$ cat src/rtl/codec_cfg_sequencer.sv
// Audio-codec configuration sequencer: after a power-up delay it writes a fixed
// init table, then runtime headphone-volume pairs, through a shared I2C write engine.
module codec_cfg_sequencer #(
    parameter logic [6:0] DEV_ADDR    = 7'h1A,
    parameter int         STARTUP_CYC = 1000,  // must be >= 1
    parameter int         GAP_CYC     = 16,    // must be >= 1
    parameter int         MAX_RETRY   = 3
) (
    input  logic        clk,
    input  logic        reset,
    output logic        i2c_start,
    output logic [23:0] i2c_word,
    input  logic        i2c_busy,
    input  logic        i2c_done,
    input  logic        i2c_nack,
    input  logic        vol_req,
    input  logic [6:0]  vol_val,
    output logic        vol_ack,
    output logic        init_done,
    output logic        init_err,
    output logic [3:0]  cur_index
);

    localparam int CNT_MAX = (STARTUP_CYC > GAP_CYC) ? STARTUP_CYC : GAP_CYC;
    localparam int CNT_W   = $clog2(CNT_MAX + 1);
    localparam int RTY_W   = (MAX_RETRY > 0) ? $clog2(MAX_RETRY + 1) : 1;

    localparam logic [CNT_W-1:0] STARTUP_LAST = CNT_W'(STARTUP_CYC - 1);
    localparam logic [CNT_W-1:0] GAP_LAST     = CNT_W'(GAP_CYC - 1);
    localparam logic [RTY_W-1:0] RETRY_LIMIT  = RTY_W'(MAX_RETRY);

    localparam logic [3:0] LAST_INIT = 4'd8;
    localparam logic [3:0] VOL_LEFT  = 4'd9;
    localparam logic [3:0] VOL_RIGHT = 4'd10;

    typedef enum logic [2:0] {
        ST_STARTUP,
        ST_ISSUE,
        ST_WAIT,
        ST_GAP,
        ST_RUN,
        ST_FAIL
    } state_t;

    state_t           state;
    logic [CNT_W-1:0] cnt;
    logic [RTY_W-1:0] retry_cnt;
    logic [6:0]       vol_lat;
    logic [6:0]       word_reg;
    logic [8:0]       word_data;

    // Register/data pair for the word selected by cur_index.
    // NOTE: defaults first so every path assigns both outputs and no latch is inferred.
    always_comb begin
        word_reg  = 7'd0;
        word_data = 9'h000;
        case (cur_index)
            4'd0:      begin word_reg = 7'd15; word_data = 9'h000; end
            4'd1:      begin word_reg = 7'd6;  word_data = 9'h000; end
            4'd2:      begin word_reg = 7'd4;  word_data = 9'h015; end
            4'd3:      begin word_reg = 7'd8;  word_data = 9'h00C; end
            4'd4:      begin word_reg = 7'd7;  word_data = 9'h052; end
            4'd5:      begin word_reg = 7'd2;  word_data = 9'h079; end
            4'd6:      begin word_reg = 7'd3;  word_data = 9'h079; end
            4'd7:      begin word_reg = 7'd5;  word_data = 9'h000; end
            4'd8:      begin word_reg = 7'd9;  word_data = 9'h001; end
            VOL_LEFT:  begin word_reg = 7'd2;  word_data = {2'b00, vol_lat}; end
            VOL_RIGHT: begin word_reg = 7'd3;  word_data = {2'b00, vol_lat}; end
            default:   begin word_reg = 7'd0;  word_data = 9'h000; end
        endcase
    end

    // NOTE: all state uses non-blocking assignments so every register sees pre-edge values.
    always_ff @(posedge clk) begin
        if (reset) begin
            state     <= ST_STARTUP;
            cnt       <= '0;
            retry_cnt <= '0;
            vol_lat   <= '0;
            i2c_start <= 1'b0;
            i2c_word  <= '0;
            vol_ack   <= 1'b0;
            init_done <= 1'b0;
            init_err  <= 1'b0;
            cur_index <= '0;
        end else begin
            i2c_start <= 1'b0;
            vol_ack   <= 1'b0;

            case (state)
                ST_STARTUP: begin
                    if (cnt == STARTUP_LAST) begin
                        cnt   <= '0;
                        state <= ST_ISSUE;
                    end else begin
                        cnt <= cnt + CNT_W'(1);
                    end
                end

                ST_ISSUE: begin
                    if (!i2c_busy) begin
                        i2c_start <= 1'b1;
                        i2c_word  <= {DEV_ADDR, 1'b0, word_reg, word_data};
                        state     <= ST_WAIT;
                    end
                end

                // Only a done seen here belongs to our own transfer.
                ST_WAIT: begin
                    if (i2c_done) begin
                        if (!i2c_nack) begin
                            retry_cnt <= '0;
                            cnt       <= '0;
                            state     <= ST_GAP;
                        end else if (retry_cnt < RETRY_LIMIT) begin
                            retry_cnt <= retry_cnt + RTY_W'(1);
                            cnt       <= '0;
                            state     <= ST_GAP;
                        end else begin
                            init_err <= 1'b1;
                            state    <= ST_FAIL;
                        end
                    end
                end

                // A non-zero retry count means the last word was NACKed and is re-sent.
                ST_GAP: begin
                    if (cnt == GAP_LAST) begin
                        cnt <= '0;
                        if (retry_cnt != '0) begin
                            state <= ST_ISSUE;
                        end else if (cur_index < LAST_INIT) begin
                            cur_index <= cur_index + 4'd1;
                            state     <= ST_ISSUE;
                        end else if (cur_index == LAST_INIT) begin
                            init_done <= 1'b1;
                            state     <= ST_RUN;
                        end else if (cur_index == VOL_LEFT) begin
                            cur_index <= VOL_RIGHT;
                            state     <= ST_ISSUE;
                        end else begin
                            vol_ack <= 1'b1;
                            state   <= ST_RUN;
                        end
                    end else begin
                        cnt <= cnt + CNT_W'(1);
                    end
                end

                ST_RUN: begin
                    if (vol_req) begin
                        vol_lat   <= vol_val;
                        cur_index <= VOL_LEFT;
                        state     <= ST_ISSUE;
                    end
                end

                ST_FAIL: begin
                    state <= ST_FAIL;
                end

                default: begin
                    state <= ST_STARTUP;
                end
            endcase
        end
    end

endmodule

$ cat config.mk
export PLATFORM = sky130hd
export DESIGN_NAME = codec_cfg_sequencer
export DESIGN_NICKNAME = d
export VERILOG_FILES = /design/src/rtl/codec_cfg_sequencer.sv
export SDC_FILE = /design/constraint.sdc
export NUM_CORES = 1
export LEC_CHECK = 0
export ABC_AREA = 1
export BUFFER_PORTS_ARGS = -buffer_cell sky130_fd_sc_hd__buf_2
export CAP_MARGIN = 0
export CORE_MARGIN = 2
export CORE_UTILIZATION = 55
export CTS_CLUSTER_DIAMETER = 100
export DETAILED_ROUTE_END_ITERATION = 8
export PLACE_DENSITY = 0.78
export SLEW_MARGIN = 20
export SYNTH_ARGS = -nofsm -noshare
export SYNTH_HDL_FRONTEND = slang
export SYNTH_SLANG_ARGS = --single-unit
$ cat constraint.sdc
create_clock -name clk -period 1.79 [get_ports clk]
set_input_delay 0 -clock clk [delete_from_list [all_inputs] [get_ports clk]]
set_output_delay 0 -clock clk [all_outputs]
set_load 0.03 [all_outputs]
* Yosys cells after proc, flatten, opt, wreduce, memory -nomap -nowiden
Cells that the tools add are included.
** Word-level totals
- Flip-flop bits (word level) :: 47
- Latch bits :: 0
- Memory bits (writable) :: 0
- ROM bits :: 0
- Input port bits :: 13
- Output and inout bits :: 32
- Word-level logic and storage cells :: 99
- Memories :: 0
** Operators by class
- Add/subtract/negate cells :: 3
- Multiply operators :: 0
- Divide/modulo/power cells :: 0
- $lt $le $gt $ge :: 2
- Equality and inequality tests :: 27
- Shift operators :: 0
- Mux-type cells :: 31
- Bitwise logic cells :: 7
- Reductions and logical operators :: 19
** Operators with widths (count)
- $mux W10 :: 5
- $pmux W7 S6 :: 1
- $pmux W4 S9 :: 1
- $mux W3 :: 11
- $pmux W10 S3 :: 1
- $mux W4 :: 6
- $pmux W3 S6 :: 1
- $eq A4 B3 Y1 const B :: 4
- $eq A4 B4 Y1 const B :: 3
- $ne A2 B2 Y1 const B :: 6
- $add A10 B1 Y10 const B :: 1
- $eq A10 B10 Y1 const B :: 1
- $eq A10 B4 Y1 const B :: 1
- $reduce_and A5 Y1 :: 2
- $reduce_or A2 Y1 :: 5
- $ne A3 B3 Y1 const B :: 3
- $eq A4 B2 Y1 const B :: 2
- $pmux W4 S2 :: 1
- $not A1 Y1 :: 7
- $eq A3 B2 Y1 const B :: 2
- $eq A3 B3 Y1 const B :: 2
- $reduce_and A3 Y1 :: 2
- $reduce_and A6 Y1 :: 1
- $reduce_or A6 Y1 :: 1
- 15 further kinds :: 19

* Logic depth before layout (Yosys ltp)
Gate-level depths: netlist of the first run.
- Depth after elaboration :: 7
- Mapped depth :: 11
- Gate-level depth less buffers :: 11

* Least setup slack after synthesis of the first run
Ideal clock, no wire load.
- Path kind :: reg-to-reg
- Start point :: register cur_index[0]
- End point :: register cur_index[2]
- Library setup time :: 0.132 ns
- Data arrival time :: 1.578 ns
- Data required time :: 1.658 ns
- Path slack :: 0.080 ns
- Cell stages (with the launch flop) :: 9
- Buffers on the path :: 0
- Period minus slack after synthesis :: 1.710 ns
- Cell sequence :: dfxtp_1 -> inv_1 -> ha_1 -> nand2_1 -> nand2_1 -> a21boi_2 -> nand3_2 -> nand2_1 -> a21oi_1
** Between the ends
- Word-level cells in the longest chain between the ends :: 5
- Elaborated cells between the ends (all ways) :: 11
- Classes of those cells :: add/sub: 1; order compare: 1; eq/ne: 4; mux: 4; reduce/logical: 1
** RTL lines
- start: declaration :: RTL line 21 : output logic [3:0] cur_index
- start signal: assignment :: RTL line 133 : cur_index <= cur_index + 4'd1;
- $add A4 B1 Y4 or $lt A4 B4 Y1 (tied branches) :: RTL line 133, 132
- $mux W4 :: RTL line 132 : end else if (cur_index < LAST_INIT) begin
- $mux W4 :: RTL line 130 : if (retry_cnt != '0) begin
- $mux W4 :: RTL line 128 : if (cnt == GAP_LAST) begin
- $pmux W4 S2 :: RTL line 90 : case (state)
Parallel ways exist; a longest one is shown, timed or not. The select of a mux whose other input is x is not followed.
A chain may end at the register's enable or synchronous reset.

* Worst setup path in the final report of the first run
- Start point :: register cnt[0]
- End point :: register vol_ack
** Between the ends
- Word-level cells in the longest chain between the ends :: 3
** RTL lines
- start: declaration :: RTL line 46 : logic [CNT_W-1:0] cnt;
- start signal: assignment :: RTL line 96 : cnt <= cnt + CNT_W'(1);
- start signal: assignment :: RTL line 146 : cnt <= cnt + CNT_W'(1);
- $eq A10 B4 Y1 :: RTL line 128
- $not A1 Y1 (no line)
- $reduce_or A6 Y1 (no line)
- end signal: assignment :: RTL line 82 : vol_ack <= 1'b0;
- end signal: assignment :: RTL line 88 : vol_ack <= 1'b0;
- end signal: assignment :: RTL line 142 : vol_ack <= 1'b1;
- end: declaration :: RTL line 18 : output logic vol_ack,
Every way passes these cells.

==> results of run 1 <==
## critical path: stages, from the launching register on
cell,delay (ns)
dfxtp_1,0.38
ha_1,0.19
nand2_1,0.10
nor2_2,0.14
inv_2,0.08
nor3_1,0.37
inv_1,0.11
nor4_1,0.19
## cells by family after synthesis
logic type               after synthesis
flip-flops                            42
buffers and inverters                 62
other                                  1
AO/OA/AOI/OAI                         54
adder cells (fa/ha/maj)                7
AND/OR/NAND/NOR                      164
XOR/XNOR                               1
## cell usage after synthesis
library cell and n:
a211oi_1 2, a21boi_2 1, a21oi_1 25, a21oi_2 1
a41oi_1 2, buf_1 1, buf_4 13, clkbuf_1 2
conb_1 1, dfxtp_1 42, ha_1 7, inv_1 34
inv_2 12, nand2_1 64, nand2_2 2, nand2_4 1
nand3_1 18, nand3_2 4, nand3_4 1, nand3b_1 1
nand4_1 10, nor2_1 42, nor2_2 6, nor2_4 6
nor3_1 2, nor3_2 3, nor3b_1 1, nor4_1 1
o211ai_1 2, o21a_1 1, o21ai_0 17, o21ai_1 1
o21bai_4 1, o31ai_1 1, or2_0 1, or2_1 1
xnor2_1 1
## flip-flops by register name, summed over array words and instances (netlist names)
signal and cells:
init_err 1, i2c_start 1, vol_ack 1, vol_lat 7, retry_cnt 2, init_done 1, state 3, i2c_word 12
cur_index 4, cnt 10
## power breakdown
group | internal, uW | switching (uW) | total, uW
registers | 1010 | 65.3 | 1080
clock network | 416 | 345 | 762
logic | 271 | 576 | 847
total | 1700 | 987 | 2690
## final cells by class
| class | count | area share [%] |
|---|---|---|
| inverter | 46 | 6.36 |
| multi-input combinational | 236 | 46.5 |
| timing repair buffer | 44 | 9.77 |
| sequential | 42 | 31.0 |
| clock buffer | 6 | 2.67 |
| clock inverter | 2 | 1.38 |
| tap | 50 | 2.30 |
## repair_timing
| item | in CTS | in global routing |
|---|---|---|
| resized for setup | 0 | 2 |
| endpoints found under the hold margin | 8 | 0 |
| buffers inserted | 0 | 0 |
| setup endpoints to repair | 0 | 9 |
| hold buffers | 8 | 0 |
## metrics by stage
step	instances	util (%)	hold WS [ns]	setup slack [ns]
floorplan	340	-	0.145	0.0797
global placement	410	62.2	0.267	0.206
detailed placement	410	62.2	0.271	0.120
CTS	426	66.9	0.0121	0.107
global route	426	66.9	0.00796	0.0185
finish	426	66.9	0.0176	0.141
## how the worst max path moves through the flow
stage	cells past startpoint	end	start
final	7	vol_ack	cnt[0]
after floorplan	8	cur_index[2]	cur_index[0]
after detailed placement	10	cnt[6]	cnt[0]
after global placement	10	i2c_word[0]	cur_index[0]
after CTS	10	cnt[6]	cnt[0]
after global routing	10	cur_index[0]	cur_index[1]
## placed cells by master (no fill, tap or decap), drive strengths merged
cell,count
or2,2
ha,7
a41oi,2
nand3,23
nor3b,1
nor2,54
o21ai,18
o21bai,1
nor3,5
bufinv,1
o31ai,1
nand4,10
o211ai,2
nor4,1
o21a,1
clkbuf,6
a211oi,2
a21oi,26
conb,10
a21boi,1
inv,46
xnor2,1
dlygate4sd3,8
clkinvlp,1
nand3b,1
dfxtp,42
buf,36
nand2,67
## layer usage
metal  global-route usage (%)  vias to the layer above  part of all wire, %
met2                     37.5                       56                   47
met3                     4.07                        6                  4.7
met4                     9.80                        0                  1.5
met5                        0                        -                    0
li1                         -                     1141                    -
met1                     29.7                      963                   47
==> impl_metrics.csv, run 1 <==
group,metric,value,unit
critical_path,startpoint_type,"flop",
cts,clockRootBuffer,"clkbuf_8",
timing,rsz0062_at_grt,"false",
critical_path,cp_data_required_time,1.99,ns
cts,cts_made_buffers,5,
floorplan,top_level_ports,45,
synth,yosysSeqAreaShare,35.8,%
critical_path,r2r_slack,0.14,ns
timing,hold_viol_final,0,
detailed_routing,totalWireLength,5260,um
power_and_ir_drop,power.density,990,mW/mm2
global_routing,grt_max_degree,24,
cts,cts_buffer_depth,2,
min_path,hold_depth,3,
detailed_routing,dr.pass1.iters,4,
placed_design,placed_cell_area,0.00252,mm2
cts,cts.sinks,42,
cells_and_area,area_delta_synth_final,15.6,%
synth,synth_top_area_share,35.8,%
flow_run,cap_viol_max_count,0,
floorplan,fp-row-count,23,
cells_and_area,seqCellArea,842,um2
timing,period_needed,1.65,ns
synth,synth_fa_ha_area_share,3.73,%
cts,cts.htree.levels,2,
synth,syn_avg_cell_area,7.10,um2
synth,synth_top_family_by_area,"simple AND/OR/NAND/NOR gates",
cells_and_area,layout.nets,395,
power_and_ir_drop,vdd_drop_max,0.657,mV
power_and_ir_drop,p_leak,0.00124,uW
synth,synth_top_area_cell,"dfxtp_1",
timing,drv_slew,0,
critical_path,cp.arrival,1.85,ns
critical_path,end_kind,"flop",
synth,synth_xor_xnor_area_share,0.373,%
cells_and_area,drive_above_1_share,22.1,%
detailed_routing,antenna_left,0,
detailed_routing,drc,0,
min_path,min_from,"vol_req",
synth,syn_inst,331,
cells_and_area,stdcell_area,0.00272,mm2
synth,ys_ff_latch,42,
floorplan,die-area,0.00481,mm2
cts,insertion_delay,0.31,ns
global_routing,antenna_found_initial,0,
synth,synth_mux_area_share,0,%
global_routing,grt_pass1_vias,1989,
critical_path,cp_max_fo,4,
timing,setup_viol,0,
cells_and_area,diodes,0,
timing,fin_worst_skew,0.00879,ns
floorplan,fp.coreArea,0.00406,mm2
synth,synth-simple-area-share,34.5,%
synth,syn_area,0.00235,mm2
status,status,"finished, final reports clean",
floorplan,die_height,69.4,um
cells_and_area,multiInputGateArea,0.00126,mm2
synth,ys_warn_count,0,
detailed_routing,wire_per_inst,12.3,um
cts,cts_tree,"done",
placed_design,gp_congestion,0.878,
critical_path,r2r_start,"cnt[0]",
global_routing,grt_first_pass_wirelength,8980,um
placed_design,io_buffer_count,34,
detailed_routing,vias_per_cell,5.08,
detailed_routing,drt-initial-drc-count,120,
critical_path,r2r_cells,7,
critical_path,r2r_end,"vol_ack",
min_path,min_path_type,"input port to flop",
global_routing,grtUsageTotal,22.9,%
placed_design,dp_hpwl,3750,um
power_and_ir_drop,finalPower,2690,uW
cells_and_area,fillers,345,
synth,ys_types,37,
min_path,hold_path_end,"vol_lat[3]",
floorplan,die_w,69.4,um
floorplan,initial_core_util,57.9,%
timing,post-route-period-util,92.1,%
global_routing,grt-ovfl-total,0,
cts,path_clk_slew,0.08,ns
synth,synth_compound_area_share,13.5,%
timing,fmax,0.606,GHz
detailed_routing,vias,2166,
timing,tns,0,ns
synth,ys_top_cells_by_area,"dfxtp_1, nand2_1, nor2_1, inv_1, a21oi_1",
critical_path,criticalPathCategory,"flop to flop",
No activity file was read; power rests on OpenSTA's default activity.
==> run 2: changes to the inputs <==
--- a/config.mk
+++ b/config.mk
@@ -9,11 +9,12 @@
 export BUFFER_PORTS_ARGS = -buffer_cell sky130_fd_sc_hd__buf_2
 export CAP_MARGIN = 0
 export CORE_MARGIN = 2
-export CORE_UTILIZATION = 55
+export CORE_UTILIZATION = 57
+export CTS_BUF_LIST = sky130_fd_sc_hd__clkbuf_2
 export CTS_CLUSTER_DIAMETER = 100
 export DETAILED_ROUTE_END_ITERATION = 8
-export PLACE_DENSITY = 0.78
-export SLEW_MARGIN = 20
+export PLACE_DENSITY = 0.81
+export SLEW_MARGIN = 10
 export SYNTH_ARGS = -nofsm -noshare
 export SYNTH_HDL_FRONTEND = slang
 export SYNTH_SLANG_ARGS = --single-unit
==> impl_metrics.csv, run 2 (synthesis gave the netlist of run 1 again) <==
group,metric,value,unit
status,status,"finished, final reports clean",
cells_and_area,layout.nets,404,
cts,cts.htree.levels,2,
placed_design,dp_hpwl,3590,um
detailed_routing,drt-initial-drc-count,141,
floorplan,fp.coreArea,0.00397,mm2
placed_design,gp_congestion,0.880,
power_and_ir_drop,power.density,861,mW/mm2
floorplan,die_height,68.2,um
floorplan,die-area,0.00465,mm2
power_and_ir_drop,p_leak,0.00126,uW
timing,hold_viol_final,0,
power_and_ir_drop,p_switching,964,uW
cells_and_area,stdcell_area,0.00275,mm2
global_routing,antenna_found_initial,0,
detailed_routing,vias,2226,
critical_path,startpoint_type,"flop",
cts,cts_tree,"done",
floorplan,initial_core_util,59.2,%
critical_path,slowest_delay,0.56,ns
critical_path,cp_data_required_time,2.11,ns
cts,cts.sinks,42,
timing,period_needed,1.68,ns
power_and_ir_drop,vdd_drop_max,0.731,mV
detailed_routing,wire_per_inst,11.6,um
cells_and_area,top_regs,"i2c_word: 12 flops, cnt: 10 flops, vol_lat: 7 flops",
detailed_routing,antenna_left,0,
global_routing,grt-ovfl-total,0,
critical_path,path_cells,"ha_1, nand2_1, inv_1, nand3_2, inv_2, a21oi_2, nor2_1, dlygate4sd3_1",
timing,rsz0062_at_grt,"false",
cts,clockRootBuffer,"clkbuf_2",
timing,setup_viol,0,
cells_and_area,drive_above_1_share,23.1,%
floorplan,fp-row-count,23,
cells_and_area,area_delta_synth_final,17.0,%
cells_and_area,largest_reg_flops,12,
cells_and_area,mostFrequentLayoutCell,"nand2_1",
critical_path,cp.arrival,2.00,ns
cells_and_area,diodes,0,
critical_path,criticalPathCategory,"flop to flop",
placed_design,placed_cell_area,0.00251,mm2
global_routing,grt_max_degree,25,
critical_path,end_kind,"flop",
critical_path,cp_max_fo,3,
timing,fin_worst_skew,0.0289,ns
floorplan,die_w,68.2,um
power_and_ir_drop,sequentialPowerShare,46.0,%
cts,path_clk_slew,0.22,ns
global_routing,grt_pass1_vias,1893,
global_routing,grtUsageTotal,23.8,%
floorplan,top_level_ports,45,
detailed_routing,drc,0,
power_and_ir_drop,clkPwrFrac,17.9,%
cts,cts_buffer_depth,2,
cells_and_area,mostFrequentLayoutCells,"nand2_1, nor2_1, dfxtp_1",
placed_design,io_buffer_count,34,
timing,fmax,0.597,GHz
timing,drv_slew,0,
timing,tns,0,ns
power_and_ir_drop,combPwrFrac,36.1,%
detailed_routing,dr.pass1.iters,5,
cts,cts_made_buffers,5,
flow_run,cap_viol_max_count,0,
global_routing,grt_first_pass_wirelength,8320,um
cts,insertion_delay,0.42,ns
power_and_ir_drop,netSwitchingFraction,40.7,%
detailed_routing,vias_per_cell,5.12,
min_path,min_path_type,"input port to flop",
detailed_routing,totalWireLength,5040,um
timing,post-route-period-util,93.6,%
critical_path,crit_slowest_cell,"dlygate4sd3_1",
cells_and_area,largest_register,"i2c_word",
power_and_ir_drop,internal-power,1400,uW
==> run 2: cell count changes in the layout (fill, tap and decap cells not counted), sizes merged <==
cell,before,now
bufinv,1,0
clkinvlp,1,0
clkinv,0,1
dlygate4sd3,8,17
inv,46,47
==> run 2: routing by layer <==
layer	vias to the layer above	global-route usage (%)	wire, um
li1	1158	-	-
met4	0	8.50	48
met2	70	38.3	2360
met1	992	31.8	2360
met5	-	0	0
met3	6	4.44	275
==> run 2: final timing paths <==
| check | end | cells past startpoint | startpoint | slack [ns] |
|---|---|---|---|---|
| hold / removal | vol_lat[1] | 4 | vol_val[1] | 0.38 |
| hold reg to reg | vol_lat[5] | 2 | vol_lat[5] | 0.47 |
| setup / recovery | init_err | 8 | retry_cnt[0] | 0.11 |
| setup reg to reg | init_err | 8 | retry_cnt[0] | 0.11 |
==> run 2: critical path, delay by kind of cell (launching register included) <==
kind                     cells  cell delay, ns
AND/OR/NAND/NOR              3            0.21
flip-flops                   1            0.36
adder cells (fa/ha/maj)      1            0.18
buffers and inverters        3            0.70
AO/OA/AOI/OAI                1            0.14
==> run 2: through the flow <==
stage / worst slack (ns) / power (uW) / util (%) / std cells / hold slack, ns
2_1_floorplan: 0.0797 / 1790 / - / 340 / 0.145
3_3_place_gp: 0.205 / 1910 / 63.3 / 409 / 0.261
3_5_place_dp: 0.134 / 1920 / 63.3 / 409 / 0.272
4_1_cts: 0.0794 / 2350 / 68.7 / 434 / 0.373
5_1_grt: 0.0116 / 2540 / 69.2 / 435 / 0.390
6_report: 0.114 / 2370 / 69.2 / 435 / 0.382
==> run 2: power groups by stage <==
stage | clock (uW) | sequential [uW] | combinational, uW
after detailed placement | 0 | 1100 | 824
after global routing | 471 | 1100 | 963
after floorplan | 0 | 1150 | 639
after CTS | 428 | 1080 | 847
final | 424 | 1090 | 854
after global placement | 0 | 1090 | 812
==> run 2: layout make-up <==
type                       instances  area, um2
clock buffer                       6       30.0
tap                               50       62.6
fill                             332       1220
multi-input combinational        236       1270
sequential                        42        848
inverter                          46        173
clock inverter                     2       12.5
timing repair buffer              53        355
==> run 2: what timing repair did <==
item / 4_1_cts / 5_1_grt
gates resized for setup: 0 / 8
setup buffers: 0 / 1
hold buffers: 17 / 0
setup endpoints to repair: 0 / 11
endpoints found under the hold margin: 19 / 0
==> run 3: changes to the inputs <==
--- a/config.mk
+++ b/config.mk
@@ -9,11 +9,11 @@
 export BUFFER_PORTS_ARGS = -buffer_cell sky130_fd_sc_hd__buf_2
 export CAP_MARGIN = 0
 export CORE_MARGIN = 2
-export CORE_UTILIZATION = 57
-export CTS_BUF_LIST = sky130_fd_sc_hd__clkbuf_2
+export CORE_UTILIZATION = 55
+export CTS_BUF_LIST = sky130_fd_sc_hd__clkbuf_16
 export CTS_CLUSTER_DIAMETER = 100
 export DETAILED_ROUTE_END_ITERATION = 8
-export PLACE_DENSITY = 0.81
+export PLACE_DENSITY = 0.78
 export SLEW_MARGIN = 10
 export SYNTH_ARGS = -nofsm -noshare
 export SYNTH_HDL_FRONTEND = slang
==> impl_metrics.csv, run 3 (synthesis gave the netlist of run 1 again) <==
group,metric,value,unit
status,status,"finished, final reports clean",
detailed_routing,drc,0,
cts,cts_tree,"done",
cts,cts.sinks,42,
cells_and_area,mostFrequentLayoutCells,"nand2_1, nor2_1, dfxtp_1",
timing,period_needed,1.62,ns
global_routing,grtUsageTotal,23.1,%
floorplan,fp.coreArea,0.00406,mm2
min_path,hold_depth,3,
critical_path,startpoint_type,"flop",
critical_path,cp_data_required_time,2.01,ns
cells_and_area,mostFrequentLayoutCell,"nand2_1",
power_and_ir_drop,p_leak,0.00126,uW
cts,insertion_delay,0.28,ns
floorplan,top_level_ports,45,
detailed_routing,dr.pass1.iters,4,
placed_design,dp_hpwl,3750,um
floorplan,initial_core_util,57.9,%
placed_design,io_buffer_count,34,
global_routing,grt_pass1_vias,2005,
cts,path_clk_slew,0.06,ns
floorplan,die-area,0.00481,mm2
power_and_ir_drop,power.density,1070,mW/mm2
critical_path,end_kind,"flop",
critical_path,slowest_delay,0.34,ns
min_path,min_path_type,"input port to flop",
timing,post-route-period-util,90.7,%
floorplan,fp-row-count,23,
cells_and_area,diodes,0,
global_routing,grt-ovfl-total,0,
cts,cts.htree.levels,2,
cells_and_area,drive_above_1_share,22.2,%
detailed_routing,vias,2204,
detailed_routing,vias_per_cell,5.20,
critical_path,critical-path-top-delay-family,"simple AND/OR/NAND/NOR gates",
power_and_ir_drop,vdd_drop_max,0.680,mV
timing,setup_viol,0,
critical_path,crit_slowest_cell,"dfxtp_1",
placed_design,gp_congestion,0.878,
cts,cts_buffer_depth,2,
timing,fin_worst_skew,0.00503,ns
cells_and_area,layout.nets,393,
critical_path,r2r_cells,10,
cells_and_area,area_delta_synth_final,17.1,%
critical_path,cp_max_fo,5,
critical_path,r2r_slack,0.17,ns
timing,worst_slack,0.167,ns
timing,hold_viol_final,0,
timing,drv_slew,0,
floorplan,die_w,69.4,um
placed_design,place_ws,0.120,ns
critical_path,r2r_start,"cur_index[1]",
detailed_routing,totalWireLength,5340,um
cells_and_area,top_regs,"i2c_word: 12 flops, cnt: 10 flops, vol_lat: 7 flops",
min_path,min_from,"vol_val[6]",
min_path,hold_path_end,"vol_lat[6]",
detailed_routing,antenna_left,0,
critical_path,path_cells,"inv_1, ha_1, inv_1, o21ai_0, nand2_1, nand2_2, nand3_2, nand2_1, nand2_1, nor2_1",
floorplan,die_height,69.4,um
timing,rsz0062_at_grt,"false",
timing,fmax,0.616,GHz
cells_and_area,largest_register,"i2c_word",
detailed_routing,drt-initial-drc-count,119,
critical_path,cp.arrival,1.84,ns
cells_and_area,largest_reg_flops,12,
critical_path,criticalPathCategory,"flop to flop",
critical_path,crit_top_cell,"nand2_1",
critical_path,path_buf_inv,2,
global_routing,grt_max_degree,24,
global_routing,grt_first_pass_wirelength,9050,um
global_routing,antenna_found_initial,0,
critical_path,r2r_end,"cur_index[1]",
cts,cts_made_buffers,5,
timing,tns,0,ns
detailed_routing,wire_per_inst,12.6,um
cts,postCtsSetupBuffers,0,
flow_run,cap_viol_max_count,0,
cts,clockRootBuffer,"clkbuf_16",
==> run 3: worst reg2reg max path: stages, from the launching register on <==
cell,delay (ns)
dfxtp_1,0.34
inv_1,0.13
ha_1,0.16
inv_1,0.06
o21ai_0,0.28
nand2_1,0.13
nand2_2,0.12
nand3_2,0.13
nand2_1,0.09
nand2_1,0.04
nor2_1,0.09
==> run 3: through the flow <==
stage,instances,total power (uW),instance area (um2),util [%],hold WS (ns)
3_3_place_gp,410,1920,2520,62.2,0.267
6_report,424,2960,2750,67.8,0.00815
3_5_place_dp,410,1930,2520,62.2,0.271
2_1_floorplan,340,1790,2380,-,0.145
4_1_cts,424,2970,2750,67.7,0.00583
5_1_grt,424,3140,2750,67.8,0.0299
==> run 3: power by group <==
part	internal, uW	switching (uW)
clock network	653	372
registers	1020	67.3
logic	268	581
total	1940	1020
==> run 3: repair_timing <==
item	in CTS	in global routing
resized for setup	0	2
endpoints found under the hold margin	6	0
hold buffers	6	0
endpoints found under the setup margin	0	10
==> run 3: cell type report <==
cell class / count / area [um2]
clock buffer: 5 / 125
clock inverter: 3 / 41.3
fill: 330 / 1310
inverter: 46 / 173
multi-input combinational: 236 / 1260
sequential: 42 / 842
tap: 50 / 62.6
timing repair buffer: 42 / 245
==> run 3: worst max-delay path by stage <==
stage / startpoint / to / slack [ns] / depth (start not counted)
finish: cur_index[1] / cur_index[1] / 0.17 / 10
floorplan: cur_index[0] / cur_index[2] / 0.08 / 8
detailed placement: cnt[0] / cnt[6] / 0.12 / 10
global placement: cur_index[0] / i2c_word[0] / 0.21 / 10
global route: cur_index[0] / cur_index[0] / 0.02 / 9
CTS: cnt[0] / cnt[6] / 0.11 / 10
==> run 3: layer usage <==
layer / share of wire, % / wire [um] / global-route usage, % / vias to the layer above
li1: - / - / - / 1139
met1: 47 / 2490 / 29.7 / 992
met2: 46 / 2460 / 37.3 / 59
met3: 5.0 / 266 / 5.23 / 14
met4: 2.2 / 120 / 9.59 / 0
met5: 0 / 0 / 0 / -
